<file path="config.mk">
export PLATFORM = sky130hd
export DESIGN_NAME = decode_stage
export DESIGN_NICKNAME = d
export VERILOG_FILES = /design/src/rtl/decoder_pkg.sv /design/src/rtl/decode_comb.sv /design/src/rtl/decode_stage.sv
export SDC_FILE = /design/constraint.sdc
export NUM_CORES = 1
export LEC_CHECK = 0
export CAP_MARGIN = 20
export CORE_MARGIN = 2
export CORE_UTILIZATION = 44
export CTS_CLUSTER_DIAMETER = 100
export DETAILED_ROUTE_END_ITERATION = 10
export PLACE_DENSITY = 0.78
export REMOVE_ABC_BUFFERS = 1
export SLEW_MARGIN = 25
export SYNTH_ARGS = -nofsm -noshare
export SYNTH_HDL_FRONTEND = slang
export SYNTH_SLANG_ARGS = --single-unit
export TNS_END_PERCENT = 100
</file>
<file path="constraint.sdc">
create_clock -name clk -period 2 [get_ports clk]
set_input_delay 0.3 -clock clk [delete_from_list [all_inputs] [get_ports clk]]
set_output_delay 0.3 -clock clk [all_outputs]
set_load 0.01 [all_outputs]
</file>
<file path="src/rtl/decoder_pkg.sv">
// Shared decoder definitions: opcode encodings, stage FSM states and the legal-opcode test.
package decoder_pkg;

  localparam logic [4:0] OP_NOP = 5'b00000;
  localparam logic [4:0] OP_LI  = 5'b00001;
  localparam logic [4:0] OP_LD  = 5'b00010;
  localparam logic [4:0] OP_ST  = 5'b00011;
  localparam logic [4:0] OP_INC = 5'b10001;

  typedef enum logic [1:0] {
    ST_EMPTY    = 2'd0,
    ST_FULL     = 2'd1,
    ST_MEM_WAIT = 2'd2
  } state_e;

  // Callers pass the opcode zero-extended to 32 bits so any OPC_W >= 5 works.
  function automatic logic is_legal_op(input logic [31:0] op);
    return (op == 32'(OP_NOP)) || (op == 32'(OP_LI)) || (op == 32'(OP_LD)) ||
           (op == 32'(OP_ST))  || (op == 32'(OP_INC));
  endfunction

endpackage

</file>
<file path="src/rtl/decode_comb.sv">
// Purely combinational instruction decode: instr -> opcode, operand field, flags, extended imm.
// Zero latency, no handshake; shared with the trace/disassembly monitor.
module decode_comb
  import decoder_pkg::*;
#(
  parameter int unsigned INSTR_W  = 8,
  parameter int unsigned OPC_W    = 5,
  parameter int unsigned FIELD_W  = INSTR_W - OPC_W,
  parameter int unsigned IMM_W    = 8,
  parameter bit          SIGN_EXT = 1'b0
) (
  input  logic [INSTR_W-1:0] instr_i,
  output logic [OPC_W-1:0]   opcode_o,
  output logic [FIELD_W-1:0] field_o,
  output logic [IMM_W-1:0]   imm_o,
  output logic               is_alu_op_o,
  output logic               is_mem_op_o,
  output logic               mem_rw_o,
  output logic               illegal_o
);

  logic             legal;
  logic             has_imm;
  logic [IMM_W-1:0] imm_ext;

  assign opcode_o = instr_i[INSTR_W-1 -: OPC_W];
  assign field_o  = instr_i[FIELD_W-1:0];
  assign legal    = is_legal_op(32'(opcode_o));
  assign has_imm  = (opcode_o == OPC_W'(OP_LI)) || (opcode_o == OPC_W'(OP_INC));

  always_comb begin
    imm_ext                = '0;
    imm_ext[FIELD_W-1:0]   = field_o;
    for (int i = FIELD_W; i < IMM_W; i++) begin
      imm_ext[i] = SIGN_EXT && field_o[FIELD_W-1];
    end
  end

  assign illegal_o   = !legal;
  assign is_alu_op_o = legal && opcode_o[OPC_W-1];
  assign is_mem_op_o = (opcode_o == OPC_W'(OP_LD)) || (opcode_o == OPC_W'(OP_ST));
  assign mem_rw_o    = is_mem_op_o && opcode_o[0];
  assign imm_o       = has_imm ? imm_ext : '0;

endmodule

</file>
<file path="src/rtl/decode_stage.sv">
// Registered decode stage: 1-cycle accept-to-valid, 1 instr/cycle; fields held until out_ready.
// Memory ops stall input until mem_done or MEM_TIMEOUT, then retire with an increment_pc pulse.
module decode_stage
  import decoder_pkg::*;
#(
  parameter int unsigned INSTR_W     = 8,
  parameter int unsigned OPC_W       = 5,
  parameter int unsigned FIELD_W     = INSTR_W - OPC_W,
  parameter int unsigned IMM_W       = 8,
  parameter bit          SIGN_EXT    = 1'b0,
  parameter int unsigned MEM_TIMEOUT = 15
) (
  input  logic               clk,
  input  logic               reset,
  input  logic               in_valid,
  output logic               in_ready,
  input  logic [INSTR_W-1:0] instr,
  output logic               out_valid,
  input  logic               out_ready,
  output logic [OPC_W-1:0]   opcode,
  output logic [FIELD_W-1:0] register,
  output logic [IMM_W-1:0]   imm,
  output logic               is_alu_op,
  output logic               is_mem_op,
  output logic               mem_rw,
  output logic               illegal,
  input  logic               mem_done,
  output logic               increment_pc,
  output logic               mem_err
);

  localparam int unsigned CNT_W = (MEM_TIMEOUT > 0) ? $clog2(MEM_TIMEOUT + 1) : 1;
  localparam logic [CNT_W-1:0] TO_LAST = CNT_W'((MEM_TIMEOUT > 0) ? MEM_TIMEOUT - 1 : 0);

  state_e           state_q, state_d;
  logic [CNT_W-1:0] cnt_q, cnt_d;

  logic [OPC_W-1:0]   opcode_q;
  logic [FIELD_W-1:0] field_q;
  logic [IMM_W-1:0]   imm_q;
  logic               alu_q, mem_q, rw_q, illegal_q;

  logic [OPC_W-1:0]   dec_opcode;
  logic [FIELD_W-1:0] dec_field;
  logic [IMM_W-1:0]   dec_imm;
  logic               dec_alu, dec_mem, dec_rw, dec_illegal;

  logic load, in_rdy, out_vld, inc_pc, err;

  decode_comb #(
    .INSTR_W (INSTR_W),
    .OPC_W   (OPC_W),
    .FIELD_W (FIELD_W),
    .IMM_W   (IMM_W),
    .SIGN_EXT(SIGN_EXT)
  ) u_decode_comb (
    .instr_i    (instr),
    .opcode_o   (dec_opcode),
    .field_o    (dec_field),
    .imm_o      (dec_imm),
    .is_alu_op_o(dec_alu),
    .is_mem_op_o(dec_mem),
    .mem_rw_o   (dec_rw),
    .illegal_o  (dec_illegal)
  );

  always_comb begin
    state_d = state_q;
    cnt_d   = cnt_q;
    load    = 1'b0;
    in_rdy  = 1'b0;
    out_vld = 1'b0;
    inc_pc  = 1'b0;
    err     = 1'b0;
    case (state_q)
      ST_EMPTY: begin
        in_rdy = 1'b1;
        if (in_valid) begin
          load    = 1'b1;
          state_d = ST_FULL;
        end
      end
      ST_FULL: begin
        out_vld = 1'b1;
        in_rdy  = out_ready && !mem_q;
        if (out_ready) begin
          if (mem_q) begin
            state_d = ST_MEM_WAIT;
            cnt_d   = '0;
          end else begin
            inc_pc = 1'b1;
            if (in_valid) begin
              load = 1'b1;
            end else begin
              state_d = ST_EMPTY;
            end
          end
        end
      end
      ST_MEM_WAIT: begin
        cnt_d = cnt_q + CNT_W'(1);
        // A late mem_done coinciding with the timeout still counts as success.
        if (mem_done) begin
          inc_pc  = 1'b1;
          state_d = ST_EMPTY;
        end else if ((MEM_TIMEOUT != 0) && (cnt_q == TO_LAST)) begin
          inc_pc  = 1'b1;
          err     = 1'b1;
          state_d = ST_EMPTY;
        end
      end
      default: state_d = ST_EMPTY;
    endcase
  end

  always_ff @(posedge clk) begin
    if (!reset) begin
      state_q   <= ST_EMPTY;
      cnt_q     <= '0;
      opcode_q  <= '0;
      field_q   <= '0;
      imm_q     <= '0;
      alu_q     <= 1'b0;
      mem_q     <= 1'b0;
      rw_q      <= 1'b0;
      illegal_q <= 1'b0;
    end else begin
      state_q <= state_d;
      cnt_q   <= cnt_d;
      if (load) begin
        opcode_q  <= dec_opcode;
        field_q   <= dec_field;
        imm_q     <= dec_imm;
        alu_q     <= dec_alu;
        mem_q     <= dec_mem;
        rw_q      <= dec_rw;
        illegal_q <= dec_illegal;
      end
    end
  end

  // Handshake outputs are forced low while reset is asserted.
  assign in_ready     = reset && in_rdy;
  assign out_valid    = reset && out_vld;
  assign increment_pc = reset && inc_pc;
  assign mem_err      = reset && err;

  assign opcode    = opcode_q;
  assign register  = field_q;
  assign imm       = imm_q;
  assign is_alu_op = alu_q;
  assign is_mem_op = mem_q;
  assign mem_rw    = rw_q;
  assign illegal   = illegal_q;

endmodule
</file>
# After elaboration in Yosys (flattened, before gate mapping)
# Cells that the tools add are included.
op_classes:
  n_bitwise: 0
  order_cmp: 0
  eq_ne: 12
  n_mux: 24
  n_reduce_logical: 20
  shift: 0
  n_mul: 0
  n_addsub: 1
  div_mod_pow: 0
ops:
  columns: ["operator", "count"]
  rows:
  - ["2-bit 2-to-1 mux", 6]
  - ["5-bit by 2-bit == test with 1-bit output, second input constant", 2]
  - ["1-bit 2-to-1 mux", 10]
  - ["4-bit 2-to-1 mux", 2]
  - ["4-bit one-hot mux with 2 select lines", 1]
  - ["1-bit logical AND", 7]
  - ["1-bit logical OR", 6]
  - ["2-bit != test, second input constant", 3]
  - ["3-bit != test, second input constant", 2]
  - ["1-bit one-hot mux with 2 select lines", 3]
  - ["2-bit one-hot mux with 3 select lines", 1]
  - ["5-bit by 1-bit == test with 1-bit output, second input constant", 1]
  - ["5-bit == test, second input constant", 1]
  - ["5-bit logical NOT", 1]
  - ["4-bit by 1-bit adder with 4-bit output, second input constant", 1]
  - ["4-bit == test, second input constant", 1]
  - ["4-bit AND reduction", 1]
  - ["3-bit 2-to-1 mux", 1]
  - ["3-bit AND reduction", 1]
  - ["2-bit by 1-bit == test with 1-bit output, second input constant", 1]
  - ["2-bit == test, second input constant", 1]
  - ["1-bit logical NOT", 2]
  - ["2-bit logical NOT", 1]
  - ["2-bit nonzero test", 1]
totals:
  rom_bits: 0
  latchBits: 0
  out_inout_bits: 24
  memories: 0
  in_bits: 13
  mem_bits_rw: 0
  register_bits: 26

# Longest topological paths before layout
# Gate-level depths: netlist (run 1).
depth:
  ltp_word: 6
  depth_mapped: 8
  mapped_depth_nobuf: 6

# Cells and area by module
# Synthesis (run 1) repeated with hierarchy kept, for this count alone.
unflattened:
  hier_cells: 165
  area_unflattened_um2: 1332.5
by_module_without_submodules:
  columns: ["module", "n_inst", "area_each_um2", "seq_area_each_um2", "cells_each"]
  rows:
  - ["decode_stage", 1, 1153.6, 520.5, 142]
  - ["decode_comb", 1, 178.9, 0.0, 23]

# Worst setup path before layout (run 1)
# OpenSTA, ideal clock, no wires.
synth_path:
  path_kind: "register to register"
  startpoint: "register state_q[1]"
  endpoint: "register illegal_q (netlist: illegal)"
  slack_ns: 0.371
  stages_incl_launch_ff: 9
  setup_time_ns: 0.116
  path_buffers: 2
  arrival_ns: 1.513
  synth_period_minus_slack_ns: 1.629
  cell_sequence: "dfxtp_1 inv_1 ha_1 and3b_1 buf_6 o21ai_4 buf_8 mux2i_1 nor2b_1"
synth_between:
  elab_chain_len: 2
  elab_cells_between_ends: 3
synth_rtl:
  columns: ["item", "line_no", "text"]
  rows:
  - ["from (decl)", "decode_stage.sv:35", "state_e state_q, state_d;"]
  - ["from (signal assigned)", "decode_stage.sv:128", "state_q <= state_d;"]
  - ["2-bit by 1-bit == test with 1-bit output or 2-bit logical NOT (tied branches)", "decode_stage.sv:75", "case (state_q)"]
  - ["1-bit one-hot mux with 2 select lines *", "decode_stage.sv:75", null]
  - ["to (signal assigned)", "decode_stage.sv:137", "illegal_q <= dec_illegal;"]
  - ["to (decl)", "decode_stage.sv:41", "logic alu_q, mem_q, rw_q, illegal_q;"]
# Mark *: on every way between the ends. The rest lies on a longest branch, timed or not.
# A chain may end at the register's enable or synchronous reset.

# Final worst setup path (run 1)
layout_path:
  startpoint: "register state_q[1]"
  endpoint: "output in_ready"
layout_between:
  elab_chain_len: 3
  elab_cells_between_ends: 4
layout_rtl:
  columns: ["item", "line_no", "text"]
  rows:
  - ["2-bit by 1-bit == test with 1-bit output or 2-bit logical NOT (tied branches)", "decode_stage.sv:75", null]
  - ["1-bit one-hot mux with 2 select lines *", "decode_stage.sv:75", null]
  - ["1-bit logical AND *", "decode_stage.sv:143", "assign in_ready = reset && in_rdy;"]
  - ["to (decl)", "decode_stage.sv:16", "output logic in_ready,"]
# Marked as above.

==> results of run 1 <==
## power groups by stage
stage	Combinational (mW)	Clock, mW	Sequential (mW)
global route	0.357	0.227	0.465
floorplan	0.161	0	0.478
global placement	0.327	0	0.470
CTS	0.331	0.210	0.462
finish	0.330	0.202	0.461
detailed placement	0.331	0	0.471
## final timing paths
kind	start	end	slack, ps	cells after the start
max	state_q[1]$_SDFFE_PN0P_	in_ready	130	5
min	imm[0]$_SDFFE_PN0P_	imm[0]$_SDFFE_PN0P_	460	2
max reg2reg	state_q[1]$_SDFFE_PN0P_	illegal$_SDFFE_PN0P_	340	8
min reg2reg	imm[0]$_SDFFE_PN0P_	imm[0]$_SDFFE_PN0P_	460	2
## what timing repair did
action / in CTS / in global routing
setup endpoints to repair: 3 / 2
pin swaps: 1 / 1
gates resized for setup: 4 / 4
## metrics by stage
step	instances	hold WS [ps]	TNS (ps)	utilization	instance area, µm²
detailed placement	185	446	-82.0	0.605	1470
global placement	185	439	-16.3	0.605	1470
CTS	189	467	0	0.616	1500
floorplan	112	422	0	-	1030
global route	189	491	0	0.616	1500
finish	189	464	0	0.616	1500
## cells by family (layout without fill, tap and decap cells)
kind of cell	after synthesis	count (layout)	synth area share
AO/OA/AOI/OAI	24	24	0.167
adder cells (fa/ha/maj)	5	5	0.0567
AND/OR/NAND/NOR	40	40	0.189
multiplexers	12	12	0.110
other	1	5	0.00340
flip-flops	21	21	0.381
buffers and inverters	17	52	0.0930
## cell type report
| class | count | area, µm² |
|---|---|---|
| Tap cell | 30 | 37.5 |
| Fill cell | 227 | 935 |
| Timing Repair Buffer | 43 | 395 |
| Clock inverter | 1 | 5.00 |
| Multi-Input combinational cell | 86 | 596 |
| Inverter | 5 | 18.8 |
| Sequential cell | 21 | 423 |
| Clock buffer | 3 | 22.5 |
## layer usage
layer / track usage / vias up / part of all wire
met3: 0.0278 / 2 / 0.060
met5: 0 / - / 0
li1: - / 490 / -
met4: 0.0625 / 0 / 0.0021
met2: 0.270 / 29 / 0.46
met1: 0.258 / 436 / 0.48
## registers in the layout, indices dropped and copies added, names as in the netlist
signal	count
mem_rw	1
cnt_q	4
state_q	2
is_mem_op	1
imm	3
opcode	5
is_alu_op	1
illegal	1
register	3
## cells in the mapped netlist, drive strengths merged (2+ instances only)
library cell	count	share of area
ha	5	0.057
clkbuf	5	0.018
nor2b	11	0.062
o2111ai	5	0.040
buf	7	0.058
and2	2	0.011
a21oi	2	0.0091
nand3	7	0.032
nor3	2	0.0091
nand2	13	0.044
a21boi	7	0.048
nor4b	2	0.016
nor2	2	0.0068
inv	5	0.017
o21ai	5	0.033
dfxtp	21	0.38
mux2i	11	0.10
## critical path: cells and delay by family (launching register included)
kind / cells / cell delay (ps)
AO/OA/AOI/OAI: 1 / 190
adder cells (fa/ha/maj): 1 / 190
flip-flops: 1 / 350
buffers and inverters: 2 / 350
AND/OR/NAND/NOR: 1 / 200
## cell usage in the layout, fill, tap and decap left out, drive strengths merged, types with 7 or more instances in the layout
cell type	n
a21boi	7
mux2i	11
nor2b	11
clkdlybuf4s50	27
nand3	7
dfxtp	21
nand2	13
buf	12
==> results.yml, run 1 <==
drt:
  routedWlPerCell_um: 12.4
  routed_wl_um: 2340
  drt.antenna.violating_nets: 0
  via_per_inst: 5.06
  drtIter0Drc: 8
  drc_errors: 0
  drt-pass1-iter-count: 4
  vias: 957
logic_synthesis:
  synthArstFlopShare: 0
  synthDistinctLibCells: 30
  avgSynthCellArea_um2: 9.20
  synthFlopType: "dfxtp_1"
  synthCells: 120
  synth_edf_count: 0
  synth_seq_area_share: 0.381
  ys_seq_elements: 21
  ys_warn_count: 0
  syn_area_um2: 1100
place:
  io_buffers: 31
  dp_hpwl_um: 1790
  preCtsSetupSlack_ps: -74.9
  place_congestion: 0.761
status:
  outcome: "finished, final reports clean"
sta:
  worst_slew_pin_slew_ps: 486
  rsz0062_at_grt: "no"
  clock_skew_ps: 8.22
  max_freq_mhz: 534
  relSlewSlack: 0.673
  slew_violations: 0
  fin_ws_ps: 126
  setup_violations: 0
  post-route-min-period_ps: 1870
  post-route-period-util: 0.937
  hold_viol: 0
worst_setup_path:
  crit_required_ps: 1700
  cpMaxStageDelayCell: "dfxtp_2"
  path_class: "reg2out"
  endpoint_kind: "output pin"
  worst-path-max-fanout: 3
  critPathLaunchType: "flop"
  slowest_delay_ps: 350
  path_cells: "inv_1 > ha_1 > and3b_1 > o21a_1 > dlygate4sd2_1"
  arrival_ps: 1570
layout:
  layout.nets: 178
  drive_gt1_frac: 0.138
  diodes: 0
  syn2layout_area_growth_pct: 35.7
clocking:
  clk_latency_ps: 300
  clk_path_buf_depth: 2
  root_buffer: "clkbuf_4"
  cts.sinks: 21
  path_clk_slew_ps: 120
  post-cts-setup-buffer-count: 0
  cts_hold_buf: 0
  htree_levels: 1
  cts_buffers: 3
  tritoncts: "yes"
power_and_ir_drop:
  swShare: 0.302
  pwr-share-comb: 0.332
  ir_drop_mv: 0.525
  p_int_mw: 0.692
  p_leak_nw: 0.613
  seqPwrFrac: 0.465
  clkPwrFrac: 0.203
  power_density_nw_per_um2: 663
  p_switching_mw: 0.300
  finalPower_mw: 0.992
global_routing:
  grt_first_pass_wirelength_um: 3830
  grt_max_degree: 16
  globalRoute.totalOverflow: 0
  groute.usage.overall: 0.179
  grt_pass1_vias: 884
  antenna_found_initial: 0
die:
  chipHeight_um: 54.1
  core-area_um2: 2430
  ios: 37
  initial_utilization: 0.454
  rows: 18
  die-area_um2: 2920
  die_w_um: 54.1
hold_path:
  hp-class: "reg2reg"
job:
  maxCapViolCount: 0
Power figures use the tool's default switching activity.
==> run 2, diff against run 1 <==
Settings changed: TNS_END_PERCENT 100 to not set.
==> results of run 2 <==
Final layout, timing and power as in run 1 (identical DEF).
